==> src/rtl/aes_addroundkey_stage.sv <==
// aes_addroundkey_stage
// AddRoundKey stage of the AES encrypt datapath. It joins the column-mixed
// state stream with the round-key stream and XORs them. Each result is tagged
// with its round index and the final-round flag, then buffered in a small
// output FIFO. All three interfaces use valid/ready handshakes.
// Optional feature: define ARK_SEQ_CHECK_EN to add a sticky seq_err output.
// That output flags a final-round marker that does not line up with the
// round counter.
module aes_addroundkey_stage #(
    parameter int NR    = 10,
    parameter int DEPTH = 2
) (
    input  logic         clk,
    input  logic         rst_n,
    input  logic         in_valid,
    output logic         in_ready,
    input  logic [127:0] in_data,
    input  logic         in_last,
    input  logic         key_valid,
    output logic         key_ready,
    input  logic [127:0] round_key,
    output logic         out_valid,
    input  logic         out_ready,
    output logic [127:0] out_data,
    output logic [3:0]   out_round,
    output logic         out_last
`ifdef ARK_SEQ_CHECK_EN
    ,
    output logic         seq_err
`endif
);

    localparam int PTR_W = (DEPTH > 1) ? $clog2(DEPTH) : 1;
    localparam int CNT_W = $clog2(DEPTH + 1);

    logic [PTR_W-1:0] rd_ptr_reg;
    logic [PTR_W-1:0] wr_ptr_reg;
    logic [CNT_W-1:0] count_reg;
    logic [3:0]       round_ctr_reg;

    logic [127:0]     data_mem [DEPTH];
    logic [3:0]       round_mem [DEPTH];
    logic             last_mem [DEPTH];

    logic             full;
    logic             push;
    logic             pop;
    logic             ctr_at_nr;

    // Readiness depends only on registered occupancy and the opposite stream's
    // valid, so out_ready never reaches in_ready/key_ready. A full FIFO refuses
    // a push even when it is popped in the same cycle.
    assign full      = (count_reg == CNT_W'(DEPTH));
    assign in_ready  = rst_n & ~full & key_valid;
    assign key_ready = rst_n & ~full & in_valid;
    assign push      = rst_n & in_valid & key_valid & ~full;
    assign out_valid = (count_reg != '0);
    assign pop       = out_valid & out_ready;
    assign ctr_at_nr = (round_ctr_reg == 4'(NR));

    // The head is read straight from storage, so it holds while the consumer stalls.
    assign out_data  = data_mem[rd_ptr_reg];
    assign out_round = round_mem[rd_ptr_reg];
    assign out_last  = last_mem[rd_ptr_reg];

    genvar gi;
    generate
        for (gi = 0; gi < DEPTH; gi++) begin : g_entry
            // Capture the keyed state word and its tags into this entry on a push.
            always_ff @(posedge clk or negedge rst_n) begin
                if (!rst_n) begin
                    data_mem[gi]  <= '0;
                    round_mem[gi] <= '0;
                    last_mem[gi]  <= 1'b0;
                end else if (push && (wr_ptr_reg == PTR_W'(gi))) begin
                    data_mem[gi]  <= in_data ^ round_key;
                    round_mem[gi] <= round_ctr_reg;
                    last_mem[gi]  <= in_last;
                end
            end
        end
    endgenerate

    // FIFO pointers and occupancy. The pointers wrap naturally because DEPTH is a power of two.
    always_ff @(posedge clk or negedge rst_n) begin
        if (!rst_n) begin
            rd_ptr_reg <= '0;
            wr_ptr_reg <= '0;
            count_reg  <= '0;
        end else begin
            if (push) wr_ptr_reg <= wr_ptr_reg + 1'b1;
            if (pop)  rd_ptr_reg <= rd_ptr_reg + 1'b1;
            case ({push, pop})
                2'b10:   count_reg <= count_reg + 1'b1;
                2'b01:   count_reg <= count_reg - 1'b1;
                default: count_reg <= count_reg;
            endcase
        end
    end

    // Round tag counter. It restarts at 1 after a final-round word or after reaching NR.
    always_ff @(posedge clk or negedge rst_n) begin
        if (!rst_n) begin
            round_ctr_reg <= 4'd1;
        end else if (push) begin
            if (in_last || ctr_at_nr) round_ctr_reg <= 4'd1;
            else                      round_ctr_reg <= round_ctr_reg + 4'd1;
        end
    end

`ifdef ARK_SEQ_CHECK_EN
    // Sticky flag for a final-round marker that disagrees with the round count.
    always_ff @(posedge clk or negedge rst_n) begin
        if (!rst_n) begin
            seq_err <= 1'b0;
        end else if (push && (in_last != ctr_at_nr)) begin
            seq_err <= 1'b1;
        end
    end
`endif

endmodule
==> config.mk <==
export PLATFORM = sky130hd
export DESIGN_NAME = aes_addroundkey_stage
export DESIGN_NICKNAME = d
export VERILOG_FILES = /design/src/rtl/aes_addroundkey_stage.sv
export SDC_FILE = /design/constraint.sdc
export NUM_CORES = 1
export LEC_CHECK = 0
export CORE_UTILIZATION = 43
export CTS_CLUSTER_DIAMETER = 60
export DETAILED_ROUTE_END_ITERATION = 10
export PLACE_DENSITY = 0.77
export SLEW_MARGIN = 20
export SYNTH_ARGS = -nofsm -noshare
export SYNTH_HDL_FRONTEND = slang
export SYNTH_SLANG_ARGS = --single-unit
==> constraint.sdc <==
create_clock -name clk -period 1.7 [get_ports clk]
set_input_delay 0.34 -clock clk [delete_from_list [all_inputs] [get_ports clk]]
set_output_delay 0.34 -clock clk [all_outputs]
set_load 0.1 [all_outputs]
After elaboration in Yosys (flattened, before gate mapping):

Index checks and enable logic that the tools add are counted.

* reduce and logical (&&, ||, !) cells: 5
* muxes and demuxes: 11
* bitwise gates (word level): 11
* equal/unequal tests: 4
* add/sub/neg operators: 5
* magnitude comparators: 1

Operator list (number)
* 2-to-1 mux 128 bit: 3
* bitwise XOR 128 bit: 1
* 2-to-1 mux 4 bit: 4
* bitwise AND 1 bit: 7
* adder 4 x 1 -> 4 bit, second input constant: 1
* equality test 2 bit, second input constant: 2
* equality test 4 bit, second input constant: 1
* case mux 2 bit (2 select lines): 1
* nonzero test 2 bit: 2
* 2-to-1 mux 1 bit: 3
* adder 1 bit, second input constant: 2
* adder 2 x 1 -> 2 bit, second input constant: 1
* equality test 2 x 1 -> 1 bit, second input constant: 1
* greater-or-equal comparator 2 bit, second input constant: 1
* logical AND 1 bit: 2
* inverter 1 bit: 2
* inverter 1 -> 2 bit: 1
* subtractor 2 x 1 -> 2 bit, second input constant: 1
* logical OR 1 bit: 1

* word-level logic and storage cells: 47
* register bits: 274

Depth between registers and ports, before layout:

* depth after elaboration: 5
* mapped depth: 6
* depth with buffers taken out: 6

Worst setup path before layout:

OpenSTA, ideal clock, no wires.

* kind: register -> register
* from: reg count_reg[0]
* to: reg data_mem[100] (netlist bit)
* path slack: -0.655 ns
* setup time: 0.125 ns
* stages on the path, launching flop included: 7
* data arrival time: 2.230 ns
* buffers on the path: 2
* clock period less this slack: 2.355 ns
* cell sequence: dfrtp_1 -> nand2b_2 -> and3_1 -> nand3_2 -> buf_6 -> buf_6 -> mux2_4

* word-level cells in the longest chain between the ends: 4

RTL lines
* start, declared: line 38 `logic [CNT_W-1:0] count_reg;`
* start signal, assigned: line 94 `2'b10: count_reg <= count_reg + 1'b1;`
* start signal, assigned: line 95 `2'b01: count_reg <= count_reg - 1'b1;`
* start signal, assigned: line 96 `default: count_reg <= count_reg;`
* equality test 2 bit: line 53 `assign full = (count_reg == CNT_W'(DEPTH));`
* inverter 1 bit: line 56 `assign push = rst_n & in_valid & key_valid & ~full;`
* bitwise AND 1 bit: line 56
* logical AND 1 bit: line 75 `end else if (push && (wr_ptr_reg == PTR_W'(gi))) begin`
* end signal, assigned by index: line 76 `data_mem[gi] <= in_data ^ round_key;`
* end, declared: line 41 `logic [127:0] data_mem [DEPTH];`

Every way passes these cells.
A chain may end at the register's enable or synchronous reset.

Worst setup path in the final report:

* from: reg rd_ptr_reg
* to: out out_data[14]

* word-level cells in the longest chain between the ends: 4

RTL lines
* start, declared: line 36 `logic [PTR_W-1:0] rd_ptr_reg;`
* start signal, assigned: line 92 `if (pop) rd_ptr_reg <= rd_ptr_reg + 1'b1;`
* inverter 1 -> 2 bit (implied by the code): line 62 `assign out_data = data_mem[rd_ptr_reg];`
* 2-to-1 mux 128 bit (implied by the code) (3 in series): line 62
* end, declared: line 24 `output logic [127:0] out_data,`

Every way passes these cells. The select of a mux whose other input is x is not followed.

==> impl_metrics.xml <==
<?xml version="1.0" encoding="UTF-8"?>
<metrics>
  <group name="global_routing">
    <metric name="grt_pass1_vias" unit="">9556</metric>
    <metric name="antenna_found_initial" unit="">1</metric>
    <metric name="groute.usage.overall" unit="%">21.01</metric>
    <metric name="global_route.usage.met1" unit="%">25.23</metric>
    <metric name="gr-max-usage-layer" unit="">met2</metric>
    <metric name="wire_length_of_the_first_global_routing_pass" unit="mm">51.99</metric>
    <metric name="grt-ovfl-total" unit="">0</metric>
    <metric name="grt_use_met2" unit="%">37.81</metric>
    <metric name="grt_max_degree" unit="">133</metric>
    <metric name="grt_util_met3" unit="%">4.499</metric>
  </group>
  <group name="die">
    <metric name="dieArea" unit="µm²">31590</metric>
    <metric name="io_pins" unit="">398</metric>
    <metric name="start_util" unit="%">44.22</metric>
    <metric name="core.rowCount" unit="">63</metric>
    <metric name="coreArea" unit="µm²">30030</metric>
    <metric name="die_width" unit="µm">177.7</metric>
    <metric name="die-height" unit="µm">177.7</metric>
  </group>
  <group name="yosys">
    <metric name="synth.cell_area" unit="µm²">13280</metric>
    <metric name="async_reset_ff_share" unit="%">100.0</metric>
    <metric name="synth_cell_type_count" unit="">27</metric>
    <metric name="yosysWarnings" unit="">0</metric>
    <metric name="ys_seq_area_share" unit="%">51.63</metric>
    <metric name="synth.largest_area_cell" unit="">sky130_fd_sc_hd__dfrtp_1</metric>
    <metric name="synth_adder_area_share" unit="%">0.2826</metric>
    <metric name="synthSimpleGateAreaFrac" unit="%">0.8479</metric>
    <metric name="synth_top_area_share" unit="%">51.44</metric>
    <metric name="synthTopCellsByArea" unit="">sky130_fd_sc_hd__dfrtp_1 (51%), sky130_fd_sc_hd__mux2_2 (28%), sky130_fd_sc_hd__xor2_1 (8.6%), sky130_fd_sc_hd__mux2_4 (7.9%), sky130_fd_sc_hd__buf_6 (1.3%)</metric>
    <metric name="proportion_of_synthesized_area_in_mux_cells" unit="%">35.81</metric>
    <metric name="postSynthRegisterBits" unit="">274</metric>
    <metric name="synth_edf_count" unit="">0</metric>
    <metric name="yosys.area_share.xor_xnor" unit="%">8.771</metric>
    <metric name="synth_compound_area_share" unit="%">0.3674</metric>
    <metric name="syn_inst" unit="">877</metric>
    <metric name="mappedNetlistNets" unit="">1142</metric>
    <metric name="synth_top_family_by_area" unit="">multiplexers</metric>
    <metric name="postSynth.topFlopCell" unit="">sky130_fd_sc_hd__dfrtp_1</metric>
    <metric name="avgSynthCellArea" unit="µm²">15.14</metric>
  </group>
  <group name="setup_path">
    <metric name="timing.rr.start" unit="">count_reg[1]$_DFFE_PN0P_</metric>
    <metric name="worstPathMaxFanout" unit="">17</metric>
    <metric name="worst-endpoint-arrival" unit="ns">1.91</metric>
    <metric name="worst_setup_path_start_kind" unit="">register</metric>
    <metric name="cp_most_frequent_cell" unit="">sky130_fd_sc_hd__buf_12</metric>
    <metric name="slowest_stage" unit="">sky130_fd_sc_hd__dfrtp_4</metric>
    <metric name="critPathCaptureType" unit="">output pin</metric>
    <metric name="ff2ff_setup_slack" unit="ns">-0.15</metric>
    <metric name="reg2reg_to" unit="">data_mem[91]$_DFFE_PN0P_</metric>
    <metric name="worstSetupPathType" unit="">reg2out</metric>
    <metric name="startpoint" unit="">rd_ptr_reg$_DFFE_PN0P_</metric>
    <metric name="critPathMaxStageDelay" unit="ns">0.44</metric>
    <metric name="path_cells" unit="">buf_12, buf_12, mux2_2, buf_12</metric>
    <metric name="worst_r2r_path_depth" unit="">7</metric>
    <metric name="critPathCapture" unit="">out_data[14]</metric>
    <metric name="required" unit="ns">1.36</metric>
  </group>
  <group name="clock_tree">
    <metric name="tritoncts_num_sinks" unit="">274</metric>
    <metric name="clock_latency" unit="ns">0.55</metric>
    <metric name="htreeDepth" unit="">1</metric>
    <metric name="cts_tree" unit="">yes</metric>
    <metric name="clk_pin_slew" unit="ns">0.06</metric>
    <metric name="clock_tree_buffer_depth" unit="">3</metric>
    <metric name="cts_buffers" unit="">31</metric>
    <metric name="clockRootBuffer" unit="">sky130_fd_sc_hd__clkbuf_16</metric>
  </group>
  <group name="final_layout">
    <metric name="finish.net_count" unit="">1625</metric>
    <metric name="drive_gt1_share" unit="%">50.43</metric>
    <metric name="leading_cell_type_in_the_layout_fill_and_taps_excluded" unit="">sky130_fd_sc_hd__dfrtp_1</metric>
    <metric name="flip_flop_count_of_the_largest_register_all_copies_and_words_added" unit="">256</metric>
    <metric name="fin_cells" unit="">1775</metric>
    <metric name="flow.area_growth_from_synthesis" unit="%">67.81</metric>
    <metric name="multi_input_comb_area" unit="µm²">6840</metric>
    <metric name="filler_cell_count" unit="">1778</metric>
    <metric name="final-seq-area" unit="µm²">6863</metric>
    <metric name="top_library_cells_by_usage_in_the_layout_fill_and_taps_aside" unit="">sky130_fd_sc_hd__dfrtp_1 (271), sky130_fd_sc_hd__clkdlybuf4s50_1 (260), sky130_fd_sc_hd__mux2_4 (252)</metric>
    <metric name="post-route-cell-area" unit="µm²">22290</metric>
  </group>
  <group name="run_status">
    <metric name="run_status" unit="">finished with violations</metric>
    <metric name="violations_in_the_final_reports" unit="">setup timing</metric>
  </group>
  <group name="timing">
    <metric name="maxClockFrequency" unit="MHz">445.2</metric>
    <metric name="actual_transition_at_the_worst_max_transition_pin" unit="ns">0.7617</metric>
    <metric name="timing.final.crit_share" unit="%">132.1</metric>
    <metric name="rsz0062_at_grt" unit="">true</metric>
    <metric name="report.final.slew_viol_count" unit="">0</metric>
    <metric name="finalHoldViolations" unit="">0</metric>
    <metric name="setup-tns-final" unit="ns">-91.26</metric>
    <metric name="finalWorstSetupSlack" unit="ns">-0.5462</metric>
    <metric name="skew" unit="ns">0.01112</metric>
    <metric name="post-route-min-period" unit="ns">2.246</metric>
    <metric name="timing.final.setup_violations" unit="">401</metric>
    <metric name="max_slew_margin" unit="%">49.22</metric>
  </group>
  <group name="placed_design">
    <metric name="number_of_placed_instances_taps_included" unit="">1679</metric>
    <metric name="port_buffers" unit="">397</metric>
    <metric name="place.detailed.hpwl" unit="mm">23.96</metric>
    <metric name="routabilityCongestion" unit="">0.7542</metric>
    <metric name="placed_cell_area" unit="µm²">19720</metric>
  </group>
  <group name="detailed_routing">
    <metric name="detail_route.first_pass.iterations" unit="">4</metric>
    <metric name="drt-vias-per-instance" unit="">5.007</metric>
    <metric name="postRouteAntennaNets" unit="">0</metric>
    <metric name="detail_route.wirelength" unit="mm">37.43</metric>
    <metric name="detail_route.iter0.violations" unit="">326</metric>
    <metric name="routed-via-count" unit="">8887</metric>
    <metric name="detail_route.drc_violations" unit="">0</metric>
    <metric name="route.detailed.wl_per_inst" unit="µm">21.09</metric>
  </group>
  <group name="worst_hold_path">
    <metric name="hold_path_class" unit="">in2async</metric>
  </group>
  <group name="job">
    <metric name="drv_cap" unit="">0</metric>
  </group>
</metrics>
layer usage:
layer  vias up  part of all wire (%)
met3        50                   5.8
met4         0                   1.9
met2       263                    53
met5         -                     0
met1      4531                    39
li1       4043                     -
layout make-up:
class / count / area share, %
timing repair buffer: 493 / 31.51
sequential: 274 / 30.79
multi-input combinational: 559 / 30.69
clock buffer: 49 / 4.413
tap: 390 / 2.189
clock inverter: 8 / 0.3761
inverter: 1 / 0.01684
antenna: 1 / 0.01123
cells by family after synthesis:
group           count (synthesis)
buf+inv                        44
mux                           399
fa+ha+maj                       3
xor+xnor                      133
compound gates                  8
flops                         274
simple gates                   16
Yosys cell counts (all sizes together), types with 2 or more instances:
library cell / n
xor2: 130
buf: 34
or2: 2
o21ai: 5
xnor2: 3
ha: 3
mux2: 399
nor2: 3
nand2b: 2
nand2: 3
dfrtp: 273
and3: 2
clkbuf: 9
nand3: 2
through the flow:
| step | setup slack (ns) | hold slack, ns | utilization [%] |
|---|---|---|---|
| floorplan | -0.08531 | 0.04441 | - |
| global route | -0.6102 | 0.2965 | 74.21 |
| detailed placement | -0.3359 | 0.3183 | 65.67 |
| CTS | -0.5889 | 0.2764 | 70.20 |
| global placement | -0.3027 | 0.3206 | 65.67 |
| finish | -0.5462 | 0.2910 | 74.21 |
worst min-delay path by stage:
stage	start	end	slack (ns)
after floorplan	rst_n	count_reg[0]$_DFFE_PN0P_	0.04
after global placement	rst_n	data_mem[7]$_DFFE_PN0P_	0.32
after detailed placement	rst_n	data_mem[125]$_DFFE_PN0P_	0.32
after CTS	rst_n	data_mem[253]$_DFFE_PN0P_	0.28
after global routing	rst_n	data_mem[126]$_DFFE_PN0P_	0.30
final	rst_n	data_mem[126]$_DFFE_PN0P_	0.29
worst max-delay path: cells and delay by family (launching register included):
kind	cells	cell delay, ns
mux	1	0.39
buf+inv	3	0.51
flops	1	0.44
what timing repair did:
action	CTS	global route
gates resized for setup	67	142
endpoints found under the hold margin	11	0
endpoints found under the setup margin	156	385
gates cloned	0	24
hold buffers	1	0
pin swaps	4	2
setup buffers	5	9
Power is not shown: default switching activity piles up to over one toggle a cycle in this logic, so the estimate is an artifact.
